`config.mk`:
```
export PLATFORM = sky130hd
export DESIGN_NAME = ir_rx_capture
export DESIGN_NICKNAME = d
export VERILOG_FILES = /design/src/rtl/ir_pkg.sv /design/src/rtl/ir_rec_fifo.sv /design/src/rtl/ir_rx_capture.sv
export SDC_FILE = /design/constraint.sdc
export NUM_CORES = 1
export LEC_CHECK = 0
export ABC_AREA = 1
export CORE_MARGIN = 4
export CORE_UTILIZATION = 63
export DETAILED_ROUTE_END_ITERATION = 8
export PLACE_DENSITY = 0.9
export SYNTH_ARGS = -nofsm -noshare
export SYNTH_HDL_FRONTEND = slang
export SYNTH_SLANG_ARGS = --single-unit
```
`constraint.sdc`:
```
create_clock -name clk -period 4.38 [get_ports clk]
set_input_delay 1.095 -clock clk [delete_from_list [all_inputs] [get_ports clk]]
set_output_delay 1.095 -clock clk [all_outputs]
set_load 0.02 [all_outputs]
```
`src/rtl/ir_pkg.sv`:
```
// Shared types and helpers for the IR receive capture block.
package ir_pkg;

  localparam int unsigned IR_CNT_WIDTH_DEF = 16;
  localparam int unsigned IR_DEPTH_DEF     = 8;

  typedef struct packed {
    logic                        level;
    logic                        timeout;
    logic [IR_CNT_WIDTH_DEF-1:0] dur;
  } ir_rec_t;

  function automatic logic [31:0] sat_inc(input logic [31:0] val, input logic [31:0] max);
    return (val >= max) ? max : val + 32'd1;
  endfunction

endpackage

```
`src/rtl/ir_rec_fifo.sv`:
```
// Record FIFO: push/full write side, valid/ready read side, registered head
// with no write-to-read bypass.
module ir_rec_fifo #(
  parameter int unsigned W     = 18,
  parameter int unsigned DEPTH = 8
) (
  input  logic                       clk,
  input  logic                       rst,
  input  logic                       push,
  input  logic [W-1:0]               push_data,
  output logic                       full,
  output logic                       drop,
  output logic                       rd_valid,
  input  logic                       rd_ready,
  output logic [W-1:0]               rd_data,
  output logic [$clog2(DEPTH+1)-1:0] level
);

  localparam int unsigned AW = (DEPTH > 1) ? $clog2(DEPTH) : 1;
  localparam int unsigned LW = $clog2(DEPTH + 1);

  logic [W-1:0]  mem [DEPTH];
  logic [AW-1:0] wr_ptr;
  logic [AW-1:0] rd_ptr;
  logic [LW-1:0] count;
  logic          pop;
  logic          do_push;

  always_comb begin
    rd_valid = (count != '0);
    full     = (count == LW'(DEPTH));
    pop      = rd_valid && rd_ready;
    // a pop frees the slot in the same cycle, so a full FIFO still accepts
    do_push  = push && (!full || pop);
    drop     = push && full && !pop;
    rd_data  = mem[rd_ptr];
    level    = count;
  end

  always_ff @(posedge clk) begin
    if (do_push) mem[wr_ptr] <= push_data;
  end

  always_ff @(posedge clk or posedge rst) begin
    if (rst) begin
      wr_ptr <= '0;
      rd_ptr <= '0;
      count  <= '0;
    end else begin
      if (do_push) wr_ptr <= wr_ptr + AW'(1);
      if (pop)     rd_ptr <= rd_ptr + AW'(1);
      if (do_push && !pop)      count <= count + LW'(1);
      else if (!do_push && pop) count <= count - LW'(1);
    end
  end

endmodule

```
`src/rtl/ir_rx_capture.sv`:
```
// IR receiver front end: sync, glitch filter, level-duration capture into a FIFO.
// Optional runt suppression enabled by defining IR_RX_CAPTURE_MIN_PULSE_EN.
module ir_rx_capture
  import ir_pkg::*;
#(
  parameter int unsigned CNT_WIDTH   = IR_CNT_WIDTH_DEF,
  parameter int unsigned DEPTH       = IR_DEPTH_DEF,
  parameter int unsigned FILT_CYCLES = 4,
  parameter int unsigned TIMEOUT     = 20000,
  parameter logic        IDLE_LEVEL  = 1'b0
`ifdef IR_RX_CAPTURE_MIN_PULSE_EN
  , parameter int unsigned MIN_DUR   = 8
`endif
) (
  input  logic                       clk,
  input  logic                       rst,
  input  logic                       rx,
  output logic                       pulse,
  output logic                       rx_edge,
  output logic [CNT_WIDTH-1:0]       cnt,
  output logic                       frame_end,
  output logic                       out_valid,
  input  logic                       out_ready,
  output logic                       out_level,
  output logic [CNT_WIDTH-1:0]       out_dur,
  output logic                       out_timeout,
  output logic                       overflow,
  input  logic                       clr_ovf,
  output logic [$clog2(DEPTH+1)-1:0] level
`ifdef IR_RX_CAPTURE_MIN_PULSE_EN
  , output logic [7:0]               runt_cnt
`endif
);

  localparam int unsigned FW    = (FILT_CYCLES > 1) ? $clog2(FILT_CYCLES) : 1;
  localparam int unsigned REC_W = CNT_WIDTH + 2;
  localparam logic [CNT_WIDTH-1:0] CNT_MAX = '1;

  logic                 rx_m;
  logic                 rx_s;
  logic [FW-1:0]        filt_cnt;
  logic                 armed;
  logic                 accept;
  logic                 timeout_fire;
  logic                 edge_push;
  logic                 push;
  logic [CNT_WIDTH-1:0] cnt_inc;
  logic [REC_W-1:0]     push_data;
  logic                 full;
  logic                 drop;

  always_comb begin
    cnt_inc      = CNT_WIDTH'(sat_inc(32'(cnt), 32'(CNT_MAX)));
    accept       = (rx_s != pulse) && (filt_cnt == FW'(FILT_CYCLES - 1));
    // an accept on the timeout cycle wins, so the two never push together
    timeout_fire = armed && (pulse == IDLE_LEVEL) && !accept
                   && (cnt == CNT_WIDTH'(TIMEOUT - 1));
`ifdef IR_RX_CAPTURE_MIN_PULSE_EN
    edge_push    = accept && (cnt_inc >= CNT_WIDTH'(MIN_DUR));
`else
    edge_push    = accept;
`endif
    push         = edge_push || timeout_fire;
    push_data    = timeout_fire ? {IDLE_LEVEL, 1'b1, CNT_WIDTH'(TIMEOUT)}
                                : {pulse, 1'b0, cnt_inc};
    rx_edge      = accept;
    frame_end    = timeout_fire;
  end

  always_ff @(posedge clk or posedge rst) begin
    if (rst) begin
      rx_m     <= IDLE_LEVEL;
      rx_s     <= IDLE_LEVEL;
      pulse    <= IDLE_LEVEL;
      filt_cnt <= '0;
      cnt      <= '0;
      armed    <= 1'b0;
    end else begin
      rx_m <= rx;
      rx_s <= rx_m;
      if (accept) begin
        pulse    <= ~pulse;
        filt_cnt <= '0;
        cnt      <= '0;
        armed    <= 1'b1;
      end else begin
        cnt      <= cnt_inc;
        filt_cnt <= (rx_s != pulse) ? filt_cnt + FW'(1) : '0;
        if (timeout_fire) armed <= 1'b0;
      end
    end
  end

  always_ff @(posedge clk or posedge rst) begin
    if (rst)          overflow <= 1'b0;
    else if (drop)    overflow <= 1'b1;
    else if (clr_ovf) overflow <= 1'b0;
  end

`ifdef IR_RX_CAPTURE_MIN_PULSE_EN
  always_ff @(posedge clk or posedge rst) begin
    if (rst)                   runt_cnt <= '0;
    else if (accept && !edge_push) runt_cnt <= 8'(sat_inc(32'(runt_cnt), 32'd255));
  end
`endif

  ir_rec_fifo #(
    .W     (REC_W),
    .DEPTH (DEPTH)
  ) u_fifo (
    .clk       (clk),
    .rst       (rst),
    .push      (push),
    .push_data (push_data),
    .full      (full),
    .drop      (drop),
    .rd_valid  (out_valid),
    .rd_ready  (out_ready),
    .rd_data   ({out_level, out_timeout, out_dur}),
    .level     (level)
  );

endmodule

```
==> results.sh <==
export IMPL_outcome="finished clean"
export IMPL_startpoint="pulse"
export IMPL_tns_ns=0
export IMPL_timing_final_crit_period_ns=3.70
export IMPL_cp_end_kind="output port"
export IMPL_root_buffer="clkbuf_16"
export IMPL_ys_top_cells_by_count="edfxtp_1, nand2_1, nor2_1, o21ai_0"
export IMPL_syn_inst=625
export IMPL_arrival_ns=2.60
export IMPL_yosysSeqAreaShare=0.674
export IMPL_synthesis_area_um2=7640
export IMPL_portBuffers=47
export IMPL_fillers=688
export IMPL_gp_congestion=0.946
export IMPL_crit_chain="inv_2, nand2_2, nand3_4, inv_1, clkdlybuf4s50_1"
export IMPL_drt_pass1_iter_count=5
export IMPL_hold_viol=0
export IMPL_cts_setup_buffers=0
export IMPL_cts_buffers=17
export IMPL_initial_utilization=0.655
export IMPL_die_y_um=118
export IMPL_r2r_start="pulse"
export IMPL_rows=39
export IMPL_yosysMostFrequentCell="edfxtp_1"
export IMPL_synth_xor_area_share=0.0138
export IMPL_worstMarginPinSlew_ns=0.845
export IMPL_hold_class="flip-flop to flip-flop"
export IMPL_vias_per_cell=6.18
export IMPL_critPathMaxStageDelay_ns=0.71
export IMPL_synthFlopType="edfxtp_1"
export IMPL_synth_edff_count=144
export IMPL_async_flop_share=0.186
export IMPL_cp_required_ns=3.28
export IMPL_grt_pass1_wl_um=27600
export IMPL_setup_worst_path_class="flip-flop to output port"
export IMPL_yosys_top_cells_area="edfxtp_1, dfrtp_1, nand2_1, mux2i_1, nor2_1"
export IMPL_synth_seq_cells=177
export IMPL_relSlewSlack=0.436
export IMPL_synth_top_cell_by_area="edfxtp_1"
export IMPL_synth_top_family_by_area="simple AND/OR/NAND/NOR gates"
export IMPL_crit_fanout=13
export IMPL_cts_tree="yes"
export IMPL_detailedPlace_worstSlack_ns=0.811
export IMPL_area_growth_pct=16.0
export IMPL_grt_pass1_vias=5281
export IMPL_ys_types=40
export IMPL_synth_compound_area_frac=0.0670
export IMPL_die_w_um=118
export IMPL_hpwl_um=10100
export IMPL_grt_overflow=0
export IMPL_synth_fa_ha_area_frac=0.0141
export IMPL_maxCapViolCount=0
export IMPL_p_leak_nw=3.41
export IMPL_drive_gt1_frac=0.120
export IMPL_drcViolationCount=0
export IMPL_timing_fmax_ghz=0.271
export IMPL_clock_path_buffers=2
export IMPL_htree_levels=4
export IMPL_diodes=0
export IMPL_finalCritPeriodShare=0.844
export IMPL_synth_avg_cell_area_um2=12.2
export IMPL_ctsHoldBuffers=0
export IMPL_fin_nets=691
export IMPL_r2r_slack_ns=1.34
export IMPL_post_cts_resized=0
export IMPL_antenna_left=0
export IMPL_crit_family="buffers and inverters"
export IMPL_synthSimpleGateAreaFrac=0.144
export IMPL_vias=5150
export IMPL_ioPinCount=48
export IMPL_synth_top_area_share=0.566
export IMPL_setup_ws_ns=0.684
export IMPL_insertion_delay_ns=0.42
export IMPL_grt_max_degree=74
export IMPL_die_area_um2=14000
export IMPL_yosys_mux_area_fraction=0.0501
export IMPL_cp_buffers_inverters=3
export IMPL_fin_util=0.760
export IMPL_path_clk_slew_ns=0.06
export IMPL_routedWlPerCell_um=20.4
export IMPL_clock_sinks=177
export IMPL_antenna_found_initial=0
export IMPL_clock_skew_ns=0.00586
export IMPL_cp_start_kind="flip-flop"
export IMPL_finalSetupViolCount=0
export IMPL_drv_slew=0
export IMPL_core_area_um2=11700
export IMPL_cp_slowest_cell="clkdlybuf4s50_1"
export IMPL_yosys_warnings=0
export IMPL_synthesis_nets=638
export IMPL_drt_iter0_drc=488
export IMPL_vdd_ir_drop_max_mv=0.514
export IMPL_rsz0062_at_grt="no"
export IMPL_worstHoldStart="rx_m"
export IMPL_pwr_density_cell_nw_per_um2=669
export IMPL_grt_use_total=0.255
export IMPL_wl_um=17000
==> layout make-up <==
| cell class | count | area, um2 | area share |
|---|---|---|---|
| Sequential cell | 177 | 5150 | 0.581 |
| Multi-Input combinational cell | 382 | 2210 | 0.249 |
| Timing Repair Buffer | 60 | 593 | 0.0669 |
| Clock buffer | 21 | 440 | 0.0497 |
| Tap cell | 143 | 179 | 0.0202 |
| Inverter | 40 | 151 | 0.0171 |
| Clock inverter | 11 | 139 | 0.0157 |
==> state kept, by name, summed over array words and instances, names as in the netlist <==
register       flops
u_fifo.mem       144
cnt               16
u_fifo.level       4
u_fifo.rd_ptr      3
u_fifo.wr_ptr      3
filt_cnt           2
armed              1
overflow           1
pulse              1
rx_m               1
rx_s               1
==> logic make-up after synthesis <==
group           count (synthesis)
fa+ha+maj                       8
compound gates                 88
buf+inv                        66
xor+xnor                       12
mux                            38
simple gates                  236
flops                         177
==> per-layer routing <==
layer	wire length, um	track usage	vias to the layer above
li1	-	-	2302
met4	254	0.0842	0
met2	8680	0.427	261
met5	0	0	-
met3	1280	0.0490	22
met1	6770	0.339	2565
==> power breakdown <==
part           internal, mW  leakage, nW  switching [mW]  total [mW]
clock                 0.892        0.272           0.601        1.49
combinational         0.855         1.45            1.32        2.17
sequential             2.06         1.69           0.205        2.26
total                  3.81         3.41            2.13        5.93
==> final timing paths <==
path	depth (start not counted)	end
max	5	rx_edge
min	0	rx_s
max reg2reg	18	u_fifo.level[3]
min reg2reg	0	rx_s
max in group asynchronous	3	rx_s
min in group asynchronous	2	u_fifo.level[2]
==> cell usage in the layout, fill, tap and decap left out, types with 2 or more instances in the layout <==
cell               n
o22ai_1           36
edfxtp_1         144
nor2_1            71
a21oi_1            2
clkinv_1           2
nand2_1          105
nand2_2           10
dfrtp_2            2
clkinv_2           3
dfrtp_1           31
nand3_2            2
bufinv_16          3
nand3_1           20
clkbuf_1           4
nand2_4            3
nand3_4            2
inv_2              5
clkdlybuf4s50_1   47
xor2_1             6
a21oi_2            5
clkbuf_16         17
clkinvlp_4         3
buf_12             2
xnor2_1            6
mux2i_1           36
ha_1               7
mux2_2             2
o21ai_0           41
inv_1             34
nor3_1             2
nor2_4             3
nor2_2             7
nand4_1            6
buf_4             11
==> per-stage QoR <==
step | cells | hold WS, ns | power, mW | area [um2]
final | 834 | 0.351 | 5.93 | 8860
after detailed placement | 802 | 0.338 | 4.44 | 8280
after global placement | 802 | 0.336 | 4.33 | 8280
after global routing | 834 | 0.380 | 6.22 | 8860
after floorplan | 625 | 0.331 | 3.65 | 7640
after CTS | 834 | 0.351 | 5.94 | 8860
Note: power is estimated with default switching activity, not from simulation.
